`config.mk`:
```
export PLATFORM = sky130hd
export DESIGN_NAME = pc_fetch_ctrl_flat
export DESIGN_NICKNAME = d
export VERILOG_FILES = /design/src/rtl/pc_fetch_ctrl_pkg.sv /design/src/rtl/pc_fetch_ctrl_if.sv /design/src/rtl/pc_fetch_ctrl_target_calc.sv /design/src/rtl/pc_fetch_ctrl.sv /design/src/flat_wrapper.sv
export SDC_FILE = /design/constraint.sdc
export NUM_CORES = 1
export LEC_CHECK = 0
export CORE_UTILIZATION = 33
export CTS_CLUSTER_DIAMETER = 40
export CTS_CLUSTER_SIZE = 8
export DETAILED_ROUTE_END_ITERATION = 16
export PLACE_DENSITY_LB_ADDON = 0.2
export SLEW_MARGIN = 15
export SYNTH_ARGS = -nofsm -noshare
export SYNTH_HDL_FRONTEND = slang
export SYNTH_SLANG_ARGS = --single-unit
```
`constraint.sdc`:
```
create_clock -name CLK -period 4.15 [get_ports CLK]
set_clock_uncertainty 0.15 [all_clocks]
set_input_delay 0.415 -clock CLK [delete_from_list [all_inputs] [get_ports CLK]]
set_output_delay 0.415 -clock CLK [all_outputs]
set_load 0.05 [all_outputs]
```
`src/rtl/pc_fetch_ctrl_pkg.sv`:
```
// ----------------------------------------------------------------------------
// pc_pkg
//   Shared definitions for the program-counter / fetch-redirect controller:
//   control-transfer opcodes, FSM state and control-kind enums, and an
//   opcode classifier used by the top-level FSM.
// ----------------------------------------------------------------------------
package pc_pkg;

   localparam logic [6:0] OP_JAL    = 7'b1101111;
   localparam logic [6:0] OP_JALR   = 7'b1100111;
   localparam logic [6:0] OP_BRANCH = 7'b1100011;

   typedef enum logic {RUN, RESOLVE} pc_state_t;

   typedef enum logic [1:0] {NONE, JAL, JALR, BR} ctl_kind_t;

   function automatic ctl_kind_t decode_ctl(input logic [6:0] op);
      ctl_kind_t k;
      k = NONE;
      case (op)
         OP_JAL:    k = JAL;
         OP_JALR:   k = JALR;
         OP_BRANCH: k = BR;
         default:   k = NONE;
      endcase
      return k;
   endfunction

endpackage

```
`src/rtl/pc_fetch_ctrl_if.sv`:
```
// ----------------------------------------------------------------------------
// pc_fetch_ctrl_if
//   Fetch/decode-side bundle of the PC controller.
//   Inputs to the controller : stall_i, op_i, b_taken_i, offset_i, jalr_base_i
//   Outputs of the controller: ip_o, pc_def_o, fetch_valid_o, busy_o,
//                              misalign_o
//   master = the controller, slave = the surrounding pipeline.
// ----------------------------------------------------------------------------
interface pc_fetch_ctrl_if #(
   parameter int unsigned XLEN = 32
);
   logic            stall_i;
   logic [6:0]      op_i;
   logic            b_taken_i;
   logic [XLEN-1:0] offset_i;
   logic [XLEN-1:0] jalr_base_i;
   logic [XLEN-1:0] ip_o;
   logic [XLEN-1:0] pc_def_o;
   logic            fetch_valid_o;
   logic            busy_o;
   logic            misalign_o;

   modport master (
      input  stall_i, op_i, b_taken_i, offset_i, jalr_base_i,
      output ip_o, pc_def_o, fetch_valid_o, busy_o, misalign_o
   );

   modport slave (
      output stall_i, op_i, b_taken_i, offset_i, jalr_base_i,
      input  ip_o, pc_def_o, fetch_valid_o, busy_o, misalign_o
   );
endinterface

```
`src/rtl/pc_fetch_ctrl_target_calc.sv`:
```
// ----------------------------------------------------------------------------
// pc_target_calc
//   Combinational redirect-target computation.
//   Inputs : ctl_kind (latched control kind), ip_ctl (address of the control
//            op), offset (signed immediate), jalr_base (rs1), b_taken.
//   Outputs: next_ip  (resolved target or fall-through, modulo 2^XLEN)
//            misalign (taken target has target[1:0] != 0)
// ----------------------------------------------------------------------------
module pc_target_calc
   import pc_pkg::*;
#(
   parameter int unsigned XLEN = 32,
   parameter int unsigned INC  = 4
) (
   input  ctl_kind_t       ctl_kind,
   input  logic [XLEN-1:0] ip_ctl,
   input  logic [XLEN-1:0] offset,
   input  logic [XLEN-1:0] jalr_base,
   input  logic            b_taken,
   output logic [XLEN-1:0] next_ip,
   output logic            misalign
);

   logic [XLEN-1:0] rel_tgt;
   logic [XLEN-1:0] abs_tgt;

   assign rel_tgt = ip_ctl + offset;
   // JALR target is absolute with bit 0 forced clear.
   assign abs_tgt = (jalr_base + offset) & ~XLEN'(1);

   always_comb begin
      next_ip  = ip_ctl + XLEN'(INC);
      misalign = 1'b0;
      case (ctl_kind)
         JAL: begin
            next_ip  = rel_tgt;
            misalign = |rel_tgt[1:0];
         end
         JALR: begin
            next_ip  = abs_tgt;
            misalign = |abs_tgt[1:0];
         end
         BR: begin
            // Not-taken fall-through is never alignment-checked.
            if (b_taken) begin
               next_ip  = rel_tgt;
               misalign = |rel_tgt[1:0];
            end
         end
         default: ;
      endcase
   end

endmodule

```
`src/rtl/pc_fetch_ctrl.sv`:
```
// ----------------------------------------------------------------------------
// pc_fetch_ctrl
//   Program counter and fetch-redirect controller. Advances ip_o by INC each
//   unstalled RUN cycle; on JAL/JALR/BRANCH it enters RESOLVE for RESOLVE_CYC
//   bubble cycles, then redirects to the resolved target (or TRAP_VEC if the
//   taken target is misaligned).
//   Ports: CLK, RESET (synchronous, active-high), bus (pc_fetch_ctrl_if.master)
// ----------------------------------------------------------------------------
module pc_fetch_ctrl
   import pc_pkg::*;
#(
   parameter int unsigned     XLEN        = 32,
   parameter logic [XLEN-1:0] RESET_VEC   = '0,
   parameter logic [XLEN-1:0] TRAP_VEC    = XLEN'(32'h100),
   parameter int unsigned     INC         = 4,
   parameter int unsigned     RESOLVE_CYC = 1
) (
   input logic             CLK,
   input logic             RESET,
   pc_fetch_ctrl_if.master bus
);

   localparam int unsigned    CW       = (RESOLVE_CYC > 1) ? $clog2(RESOLVE_CYC) : 1;
   localparam logic [CW-1:0]  CNT_INIT = CW'(RESOLVE_CYC - 1);

   pc_state_t       state_q, state_d;
   ctl_kind_t       kind_q,  kind_d;
   ctl_kind_t       op_kind;
   logic [CW-1:0]   cnt_q,   cnt_d;
   logic [XLEN-1:0] ip_q,    ip_d;
   logic [XLEN-1:0] ip_ctl_q, ip_ctl_d;
   logic [XLEN-1:0] tgt_ip;
   logic            tgt_mis;
   logic            fire;

   pc_target_calc #(
      .XLEN (XLEN),
      .INC  (INC)
   ) u_target_calc (
      .ctl_kind  (kind_q),
      .ip_ctl    (ip_ctl_q),
      .offset    (bus.offset_i),
      .jalr_base (bus.jalr_base_i),
      .b_taken   (bus.b_taken_i),
      .next_ip   (tgt_ip),
      .misalign  (tgt_mis)
   );

   // Resolve step happens only on the final, unstalled RESOLVE cycle.
   assign fire = (state_q == RESOLVE) && (cnt_q == '0) && !bus.stall_i;

   always_comb begin
      state_d  = state_q;
      kind_d   = kind_q;
      cnt_d    = cnt_q;
      ip_d     = ip_q;
      ip_ctl_d = ip_ctl_q;
      op_kind  = decode_ctl(bus.op_i);
      if (!bus.stall_i) begin
         case (state_q)
            RUN: begin
               if (op_kind != NONE) begin
                  ip_ctl_d = ip_q;
                  kind_d   = op_kind;
                  cnt_d    = CNT_INIT;
                  state_d  = RESOLVE;
               end else begin
                  ip_d = ip_q + XLEN'(INC);
               end
            end
            RESOLVE: begin
               if (cnt_q != '0) begin
                  cnt_d = cnt_q - 1'b1;
               end else begin
                  ip_d    = tgt_mis ? TRAP_VEC : tgt_ip;
                  kind_d  = NONE;
                  state_d = RUN;
               end
            end
            default: state_d = RUN;
         endcase
      end
   end

   always_ff @(posedge CLK) begin
      if (RESET) begin
         state_q  <= RUN;
         kind_q   <= NONE;
         cnt_q    <= '0;
         ip_q     <= RESET_VEC;
         ip_ctl_q <= '0;
      end else begin
         state_q  <= state_d;
         kind_q   <= kind_d;
         cnt_q    <= cnt_d;
         ip_q     <= ip_d;
         ip_ctl_q <= ip_ctl_d;
      end
   end

   assign bus.ip_o          = ip_q;
   // During bubbles the link value comes from the latched control-op address.
   assign bus.pc_def_o      = (state_q == RESOLVE) ? (ip_ctl_q + XLEN'(INC))
                                                   : (ip_q + XLEN'(INC));
   assign bus.fetch_valid_o = (state_q == RUN) && !bus.stall_i;
   assign bus.busy_o        = (state_q == RESOLVE);
   // Gated by RESET so a reset landing on the resolve edge shows no pulse.
   assign bus.misalign_o    = fire && tgt_mis && !RESET;

endmodule

```
`src/flat_wrapper.sv`:
```
// flat-port wrapper written by rule: the top's interface ports become plain ports
module pc_fetch_ctrl_flat import pc_pkg::*;
#(
   parameter int unsigned     XLEN        = 32,
   parameter logic [XLEN-1:0] RESET_VEC   = '0,
   parameter logic [XLEN-1:0] TRAP_VEC    = XLEN'(32'h100),
   parameter int unsigned     INC         = 4,
   parameter int unsigned     RESOLVE_CYC = 1
)
  (CLK, RESET, bus_stall_i, bus_op_i, bus_b_taken_i, bus_offset_i, bus_jalr_base_i, bus_ip_o, bus_pc_def_o, bus_fetch_valid_o, bus_busy_o, bus_misalign_o);
  pc_fetch_ctrl_if #(.XLEN(XLEN)) bus_i ();
  input logic CLK;
  input logic RESET;
  input wire logic [$bits(bus_i.stall_i)-1:0] bus_stall_i;
  input wire logic [$bits(bus_i.op_i)-1:0] bus_op_i;
  input wire logic [$bits(bus_i.b_taken_i)-1:0] bus_b_taken_i;
  input wire logic [$bits(bus_i.offset_i)-1:0] bus_offset_i;
  input wire logic [$bits(bus_i.jalr_base_i)-1:0] bus_jalr_base_i;
  output wire logic [$bits(bus_i.ip_o)-1:0] bus_ip_o;
  output wire logic [$bits(bus_i.pc_def_o)-1:0] bus_pc_def_o;
  output wire logic [$bits(bus_i.fetch_valid_o)-1:0] bus_fetch_valid_o;
  output wire logic [$bits(bus_i.busy_o)-1:0] bus_busy_o;
  output wire logic [$bits(bus_i.misalign_o)-1:0] bus_misalign_o;
  assign bus_i.stall_i = bus_stall_i;
  assign bus_i.op_i = bus_op_i;
  assign bus_i.b_taken_i = bus_b_taken_i;
  assign bus_i.offset_i = bus_offset_i;
  assign bus_i.jalr_base_i = bus_jalr_base_i;
  assign bus_ip_o = bus_i.ip_o;
  assign bus_pc_def_o = bus_i.pc_def_o;
  assign bus_fetch_valid_o = bus_i.fetch_valid_o;
  assign bus_busy_o = bus_i.busy_o;
  assign bus_misalign_o = bus_i.misalign_o;
  pc_fetch_ctrl #(.XLEN(XLEN), .RESET_VEC(RESET_VEC), .TRAP_VEC(TRAP_VEC), .INC(INC), .RESOLVE_CYC(RESOLVE_CYC)) u_core (.CLK(CLK), .RESET(RESET), .bus(bus_i));
endmodule
```
==> run_results.csv, run 1 <==
group,metric,value,unit
status,status,"finished clean",
grt,overflow,0,
worst_setup_path,cp_max_fo,10,
power_and_ir_drop,leakage,3.99,nW
cts,clkSlewWorstSetupHoldPaths,0.07,ns
sta,rsz0062_at_grt,"false",
cells_and_area,drive_above_1_share,0.0763,
synthesis,yosysTopAreaCell,"dfxtp_1",
sta,fmax,0.251,GHz
synthesis,ys_top_cells_by_count,"nand2_1, a21oi_1, nor2_1, o21ai_0, dfxtp_1",
power_and_ir_drop,cellPowerDensity,207,nW/µm²
synthesis,syn_area_per_cell,6.99,µm²
floorplanning,die_x,162,µm
floorplanning,die_area,26400,µm²
route,first_iter_violations,868,
route,vias,9773,
worst_hold_path,whs_path_depth,2,
sta,post-route-period-util,0.959,
grt,grt_use_total,0.260,
sta,setup_viol,0,
floorplanning,core_area,25200,µm²
route,ant_nets,0,
route,avgViaCountPerCell,5.87,
cts,cts_buffers,9,
worst_hold_path,min_from,"RESET",
cts,h-tree-depth,3,
synthesis,synthArstFlopShare,0,
power_and_ir_drop,p_comb_frac,0.297,
worst_setup_path,cp-start-kind,"flop",
sta,setup_tns,0,ns
place,gp_congestion,0.917,
cts,clock_sinks,67,
power_and_ir_drop,p_sw_frac,0.343,
cells_and_area,syn_to_final_growth,25.1,%
worst_setup_path,worst-endpoint-required,3.59,ns
route,routedWlPerCell,20.6,µm
cells_and_area,nets,1471,
floorplanning,dieHeight,162,µm
job,drv_cap,0,
worst_hold_path,hold_end,"u_core.bus.ip_o[2]$_SDFFE_PP0P_",
grt,grt_pass1_wl,52.5,mm
sta,post-route-min-period,3.98,ns
power_and_ir_drop,clockPowerShare,0.402,
sta,report.final.slew_viol_count,0,
worst_setup_path,crit_path_end_kind,"output pin",
grt,grt_max_degree,74,
power_and_ir_drop,fin_total_pwr,2.20,mW
floorplanning,io_pins,142,
cts,post_cts_buffers,0,
synthesis,yosys.cell_count.top_type,"nand2_1",
synthesis,seq_area_frac_synth,0.158,
cells_and_area,diodes,0,
worst_setup_path,path_cells,"nand4_2 > or4_4 > nor4_2 > xor2_1 > nor2_1 > a21oi_1 > clkdlybuf4s50_1",
route,drc,0,
cts,clockBufferDepth,2,
synthesis,yosys.cell_types.count,88,
sta,worst_slew_pin_slew,0.774,ns
worst_hold_path,hold_path_class,"primary input to flop",
worst_setup_path,path_class,"flop to output pin",
cells_and_area,final_util,0.421,
synthesis,ys_top_cells_by_area,"dfxtp_1, ha_1, a21oi_1, nand2_1, xnor2_1",
worst_setup_path,reg2regPathDepth,11,
route,finalWirelength,34.3,mm
power_and_ir_drop,pwr-share-seq,0.301,
synthesis,ys_ff_latch,67,
cts,cts_resized,0,
worst_setup_path,worstReg2RegEnd,"u_core.bus.ip_o[26]$_SDFFE_PP0P_",
cts,hold_buffers,0,
worst_setup_path,rr_startpoint,"u_core.ip_ctl_q[0]$_SDFFE_PP0P_",
synthesis,syn_area,8490,µm²
place,dpl.hpwl,26.7,mm
place,port_buffers,141,
cts,cts_tree,"yes",
floorplanning,start_util,0.337,
sta,max_slew_margin,0.484,
grt,grt_pass1_vias,9316,
cts,clk_latency,0.36,ns
worst_setup_path,setup.reg_to_reg.worst_slack,0.98,ns
power_and_ir_drop,ir_drop,0.000243,V
sta,finalHoldViolations,0,
cts,cts_root_buf,"clkbuf_16",
synthesis,synth_top_area_share,0.158,
floorplanning,rows,58,
synthesis,postSynthCellCount,1214,
grt,antenna_found_initial,0,
synthesis,synth_ff_type,"dfxtp_1",
route,firstDrtPassIters,6,
power_and_ir_drop,intPower,1.45,mW
worst_setup_path,slowest_delay,0.83,ns
synthesis,synth-edff-count,0,
power_and_ir_drop,netSwitchingPower,0.756,mW
worst_setup_path,cpMaxStageDelayCell,"clkdlybuf4s50_1",
synthesis,syn_nets,1354,
worst_setup_path,worst-endpoint-arrival,3.42,ns
synthesis,yosys_warnings,0,
## flip-flops by register name, indices dropped and copies added (netlist names)
signal,count
u_core.bus.busy_o,1
u_core.bus.ip_o,32
u_core.ip_ctl_q,32
u_core.kind_q,2
## cells by family (layout without fill, tap and decap cells)
family / count (synthesis) / after routing / synth area share
xor+xnor: 91 / 91 / 0.0939
compound gates: 410 / 410 / 0.313
fa+ha+maj: 65 / 65 / 0.0976
flops: 67 / 67 / 0.158
buf+inv: 105 / 227 / 0.0528
simple gates: 459 / 459 / 0.264
mux: 17 / 17 / 0.0205
## layer usage
layer  vias to the layer above  routed length, µm  GRT usage
met5                         -                  0          0
li1                       4695                  -          -
met1                      4567              14400      0.325
met4                         0               1410      0.107
met2                       422              16100      0.441
met3                        89               2410     0.0407
## cell type report
| class | instances | area (µm²) |
|---|---|---|
| inverter | 32 | 120 |
| multi-input combinational | 1042 | 6720 |
| fill | 2566 | 14600 |
| timing repair buffer | 179 | 1690 |
| tap | 330 | 413 |
| clock inverter | 7 | 100 |
| sequential | 67 | 1340 |
| clock buffer | 9 | 225 |
## cell usage in the layout, fill, tap and decap left out, drive strengths merged, types with 14 or more instances in the layout
| cell type | netlist | routed |
|---|---|---|
| a21o | 23 | 23 |
| and3 | 14 | 14 |
| buf | 25 | 41 |
| ha | 63 | 63 |
| nand2 | 173 | 173 |
| inv | 32 | 34 |
| nor3 | 37 | 37 |
| dfxtp | 67 | 67 |
| nand4 | 26 | 26 |
| mux2i | 14 | 14 |
| nor2 | 110 | 110 |
| o21bai | 14 | 14 |
| xnor2 | 52 | 52 |
| o21ai | 88 | 88 |
| nand3 | 25 | 25 |
| nor4 | 14 | 14 |
| xor2 | 39 | 39 |
| clkdlybuf4s50 | 0 | 135 |
| a21oi | 145 | 145 |
## critical path, delay by kind of cell, from the launching register on
| family | cells | cell delay (ns) |
|---|---|---|
| flip-flops | 1 | 0.58 |
| XOR/XNOR | 1 | 0.27 |
| buffers and inverters | 1 | 0.83 |
| AND/OR/NAND/NOR | 4 | 1.19 |
| AO/OA/AOI/OAI | 1 | 0.17 |
## power by group through the flow
stage | clock, mW | sequential (mW) | combinational (mW)
floorplan | 0 | 0.697 | 0.384
global placement | 0 | 0.676 | 0.646
detailed placement | 0 | 0.676 | 0.646
CTS | 0.890 | 0.661 | 0.650
global route | 0.914 | 0.663 | 0.708
finish | 0.885 | 0.662 | 0.655
## worst max path at each step
stage | from | to | slack (ns) | cells after the start
floorplan | u_core.bus.ip_o[2]$_SDFFE_PP0P_ | bus_pc_def_o[22] | 0.24 | 8
global placement | u_core.bus.ip_o[9]$_SDFFE_PP0P_ | bus_pc_def_o[23] | 0.49 | 7
CTS | u_core.bus.ip_o[9]$_SDFFE_PP0P_ | bus_pc_def_o[23] | 0.12 | 7
finish | u_core.bus.ip_o[9]$_SDFFE_PP0P_ | bus_pc_def_o[25] | 0.17 | 7
global route | u_core.ip_ctl_q[2]$_SDFFE_PP0P_ | bus_pc_def_o[20] | 0.01 | 9
detailed placement | bus_offset_i[0] | u_core.bus.ip_o[26]$_SDFFE_PP0P_ | 0.50 | 12
## stage by stage
stage	cell area [µm²]	hold slack, ns	setup WS (ns)	std cells
6_report	10600	0.336	0.168	1666
5_1_grt	10600	0.372	0.0149	1666
4_1_cts	10600	0.327	0.121	1666
3_5_place_dp	10300	0.330	0.504	1650
3_3_place_gp	10300	0.321	0.487	1650
2_1_floorplan	8490	0.312	0.244	1214
No activity file was read; power rests on OpenSTA's default activity.
==> run 2, diff against run 1 <==
--- a/config.mk
+++ b/config.mk
@@ -5,6 +5,7 @@
 export SDC_FILE = /design/constraint.sdc
 export NUM_CORES = 1
 export LEC_CHECK = 0
+export CAP_MARGIN = 20
 export CORE_UTILIZATION = 33
 export CTS_CLUSTER_DIAMETER = 40
 export CTS_CLUSTER_SIZE = 8
==> results of run 2 <==
Same layout as run 1: the final DEF is identical, and so are final timing and power.
==> run 3, diff against run 2 <==
--- a/config.mk
+++ b/config.mk
@@ -7,6 +7,7 @@
 export LEC_CHECK = 0
 export CAP_MARGIN = 20
 export CORE_UTILIZATION = 33
+export CTS_BUF_LIST = sky130_fd_sc_hd__clkbuf_2
 export CTS_CLUSTER_DIAMETER = 40
 export CTS_CLUSTER_SIZE = 8
 export DETAILED_ROUTE_END_ITERATION = 16
==> run 3 against run 2 <==
Compared with the run above: first-iteration DRC count rose by 17%; worst setup slack got worse by 0.0079 ns; total power fell by 17%; sequential power barely moved; die area did not move; final cell count did not move; sequential share of layout area rose by 0.26 points; clock power fell by 41%; largest power group is now registers; worst hold slack got worse by 0.30 ns; fmax fell by 0.20%.
==> run_results.csv, run 3 (synthesis results as in run 1) <==
group,metric,value,unit
grt,grt_max_degree,74,
cells_and_area,fillCellCount,2601,
cells_and_area,diodes,0,
worst_setup_path,reg2regPathDepth,9,
grt,antenna_found_initial,0,
route,vias,9792,
sta,setup_viol,0,
floorplanning,start_util,0.337,
sta,setup_tns,0,ns
floorplanning,die_area,26400,µm²
worst_setup_path,cp_max_fo,10,
cells_and_area,nets,1471,
cts,cts_buffers,9,
power_and_ir_drop,netSwitchingPower,0.715,mW
power_and_ir_drop,ir_drop,0.000129,V
cells_and_area,layout_commonest_cell,"nand2_1",
cts,cts_tree,"yes",
route,routedWlPerCell,20.6,µm
worst_setup_path,setup.reg_to_reg.worst_slack,0.94,ns
floorplanning,io_pins,142,
worst_setup_path,worstReg2RegEnd,"u_core.bus.ip_o[23]$_SDFFE_PP0P_",
cts,post_cts_buffers,0,
cells_and_area,drive_above_1_share,0.0816,
floorplanning,core_area,25200,µm²
cts,h-tree-depth,3,
sta,worst_slew_pin_slew,0.778,ns
worst_setup_path,cp-startpoint,"u_core.bus.ip_o[9]$_SDFFE_PP0P_",
sta,post-route-min-period,3.99,ns
cells_and_area,syn_to_final_growth,22.7,%
place,port_buffers,141,
route,ant_nets,0,
worst_setup_path,path_cells,"nand4_2 > or4_4 > xnor2_1 > nor2_1 > a21oi_1 > clkdlybuf4s50_1",
power_and_ir_drop,pwr-share-seq,0.362,
worst_setup_path,crit_path_end_kind,"output pin",
place,gp_congestion,0.917,
worst_setup_path,cpMaxStageDelayCell,"clkdlybuf4s50_1",
sta,setup_ws,0.160,ns
worst_setup_path,worst-endpoint-arrival,3.42,ns
sta,fin_hold_ws,0.0395,ns
cells_and_area,final_cell_mix,"nand2_1, a21oi_1, clkdlybuf4s50_1",
job,drv_cap,0,
route,avgViaCountPerCell,5.88,
grt,overflow,0,
worst_setup_path,crit_path_end,"bus_pc_def_o[17]",
cts,clock_sinks,67,
power_and_ir_drop,clockPowerShare,0.283,
worst_setup_path,cp.depth,6,
worst_hold_path,hold_path_class,"primary input to flop",
grt,grt_pass1_wl,52.3,mm
power_and_ir_drop,p_comb_frac,0.355,
power_and_ir_drop,cellPowerDensity,176,nW/µm²
floorplanning,dieHeight,162,µm
grt,grt_use_total,0.259,
power_and_ir_drop,fin_total_pwr,1.83,mW
sta,max_slew_margin,0.482,
sta,finalHoldViolations,0,
sta,fmax,0.251,GHz
grt,grt_pass1_vias,9329,
worst_setup_path,crit_buf_inv,1,
status,status,"finished clean",
cts,clk_latency,0.63,ns
cells_and_area,regArea,1340,µm²
floorplanning,rows,58,
place,dp_slack,0.504,ns
sta,rsz0062_at_grt,"false",
power_and_ir_drop,leakage,3.96,nW
cts,hold_buffers,0,
cts,clockBufferDepth,2,
power_and_ir_drop,intPower,1.12,mW
worst_setup_path,rr_startpoint,"u_core.ip_ctl_q[6]$_SDFFE_PP0P_",
cts,cts_root_buf,"clkbuf_2",
worst_setup_path,worst-endpoint-required,3.59,ns
worst_setup_path,path_delay_family,"simple AND/OR/NAND/NOR gates",
worst_setup_path,slowest_delay,0.83,ns
sta,post-route-period-util,0.961,
place,dpl.hpwl,26.7,mm
sta,report.final.slew_viol_count,0,
worst_setup_path,path_class,"flop to output pin",
route,first_iter_violations,1017,
worst_setup_path,cp-start-kind,"flop",
cells_and_area,multi_input_area,6720,µm²
route,drc,0,
route,firstDrtPassIters,6,
route,finalWirelength,34.3,mm
cts,clkSlewWorstSetupHoldPaths,0.27,ns
floorplanning,die_x,162,µm
power_and_ir_drop,p_sw_frac,0.390,
-- run 3: changes by cell type in the layout (fill, tap and decap cells not counted) --
cell             previous run  this run
clkbuf_16                   9         0
clkbuf_2                    0        14
clkdlybuf4s50_1           135       124
dfxtp_1                    66        65
dfxtp_2                     1         2
dlygate4sd2_1               0         5
dlymetal6s2s_1              3         4
nor3_1                     35        34
nor3_2                      2         3
-- run 3: worst min path at each step --
| stage | cells past startpoint | end | slack (ns) | start |
|---|---|---|---|---|
| 2_1_floorplan | 2 | u_core.ip_ctl_q[12]$_SDFFE_PP0P_ | 0.31 | u_core.ip_ctl_q[12]$_SDFFE_PP0P_ |
| 3_3_place_gp | 2 | u_core.ip_ctl_q[0]$_SDFFE_PP0P_ | 0.32 | u_core.bus.ip_o[0]$_SDFFE_PP0P_ |
| 3_5_place_dp | 2 | u_core.bus.ip_o[0]$_SDFFE_PP0P_ | 0.33 | u_core.bus.ip_o[0]$_SDFFE_PP0P_ |
| 4_1_cts | 2 | u_core.bus.ip_o[2]$_SDFFE_PP0P_ | 0.002 | RESET |
| 5_1_grt | 2 | u_core.bus.ip_o[3]$_SDFFE_PP0P_ | 0.05 | RESET |
| 6_report | 2 | u_core.bus.ip_o[2]$_SDFFE_PP0P_ | 0.04 | RESET |
-- run 3: area by class of cell --
cell class | instances | share of cell area
repair buffers | 179 | 0.160
flip-flops and latches | 67 | 0.129
clock buffers | 9 | 0.00433
well taps | 330 | 0.0397
multi-input cells | 1042 | 0.646
inverters | 32 | 0.0115
clock inverters | 7 | 0.00961
-- run 3: power by group through the flow --
| stage | clock [mW] | sequential (mW) | combinational [mW] |
|---|---|---|---|
| 4_1_cts | 0.521 | 0.664 | 0.649 |
| 3_5_place_dp | 0 | 0.676 | 0.646 |
| 6_report | 0.519 | 0.664 | 0.652 |
| 3_3_place_gp | 0 | 0.676 | 0.646 |
| 5_1_grt | 0.544 | 0.666 | 0.706 |
| 2_1_floorplan | 0 | 0.697 | 0.384 |
-- run 3: per-layer routing --
layer / wire (µm) / share of wire / track usage / up-vias
met5: 0 / 0 / 0 / -
met4: 1460 / 0.043 / 0.118 / 0
met3: 2100 / 0.061 / 0.0387 / 88
met2: 16000 / 0.47 / 0.435 / 384
met1: 14700 / 0.43 / 0.325 / 4624
li1: - / - / - / 4696
-- run 3: worst register-to-register path: stages, from the launching register on --
cell and delay (ns):
dfxtp_1 0.39, buf_4 0.16, ha_1 0.35, a2111o_1 0.48, o211ai_1 0.34, a31oi_1 0.20
o21ai_1 0.37, xnor2_1 0.16, o22ai_1 0.10, a2111o_1 0.40
-- run 3: repair_timing --
| item | in CTS | in global routing |
|---|---|---|
| gates resized for setup | 11 | 19 |
| setup endpoints to repair | 10 | 11 |
| gates cloned | 0 | 0 |
-- run 3: per-stage QoR --
stage                      util  std cells  area [µm²]
after global routing      0.413       1666       10400
after CTS                 0.414       1666       10400
after floorplan               -       1214        8490
after global placement    0.408       1650       10300
final                     0.413       1666       10400
after detailed placement  0.408       1650       10300
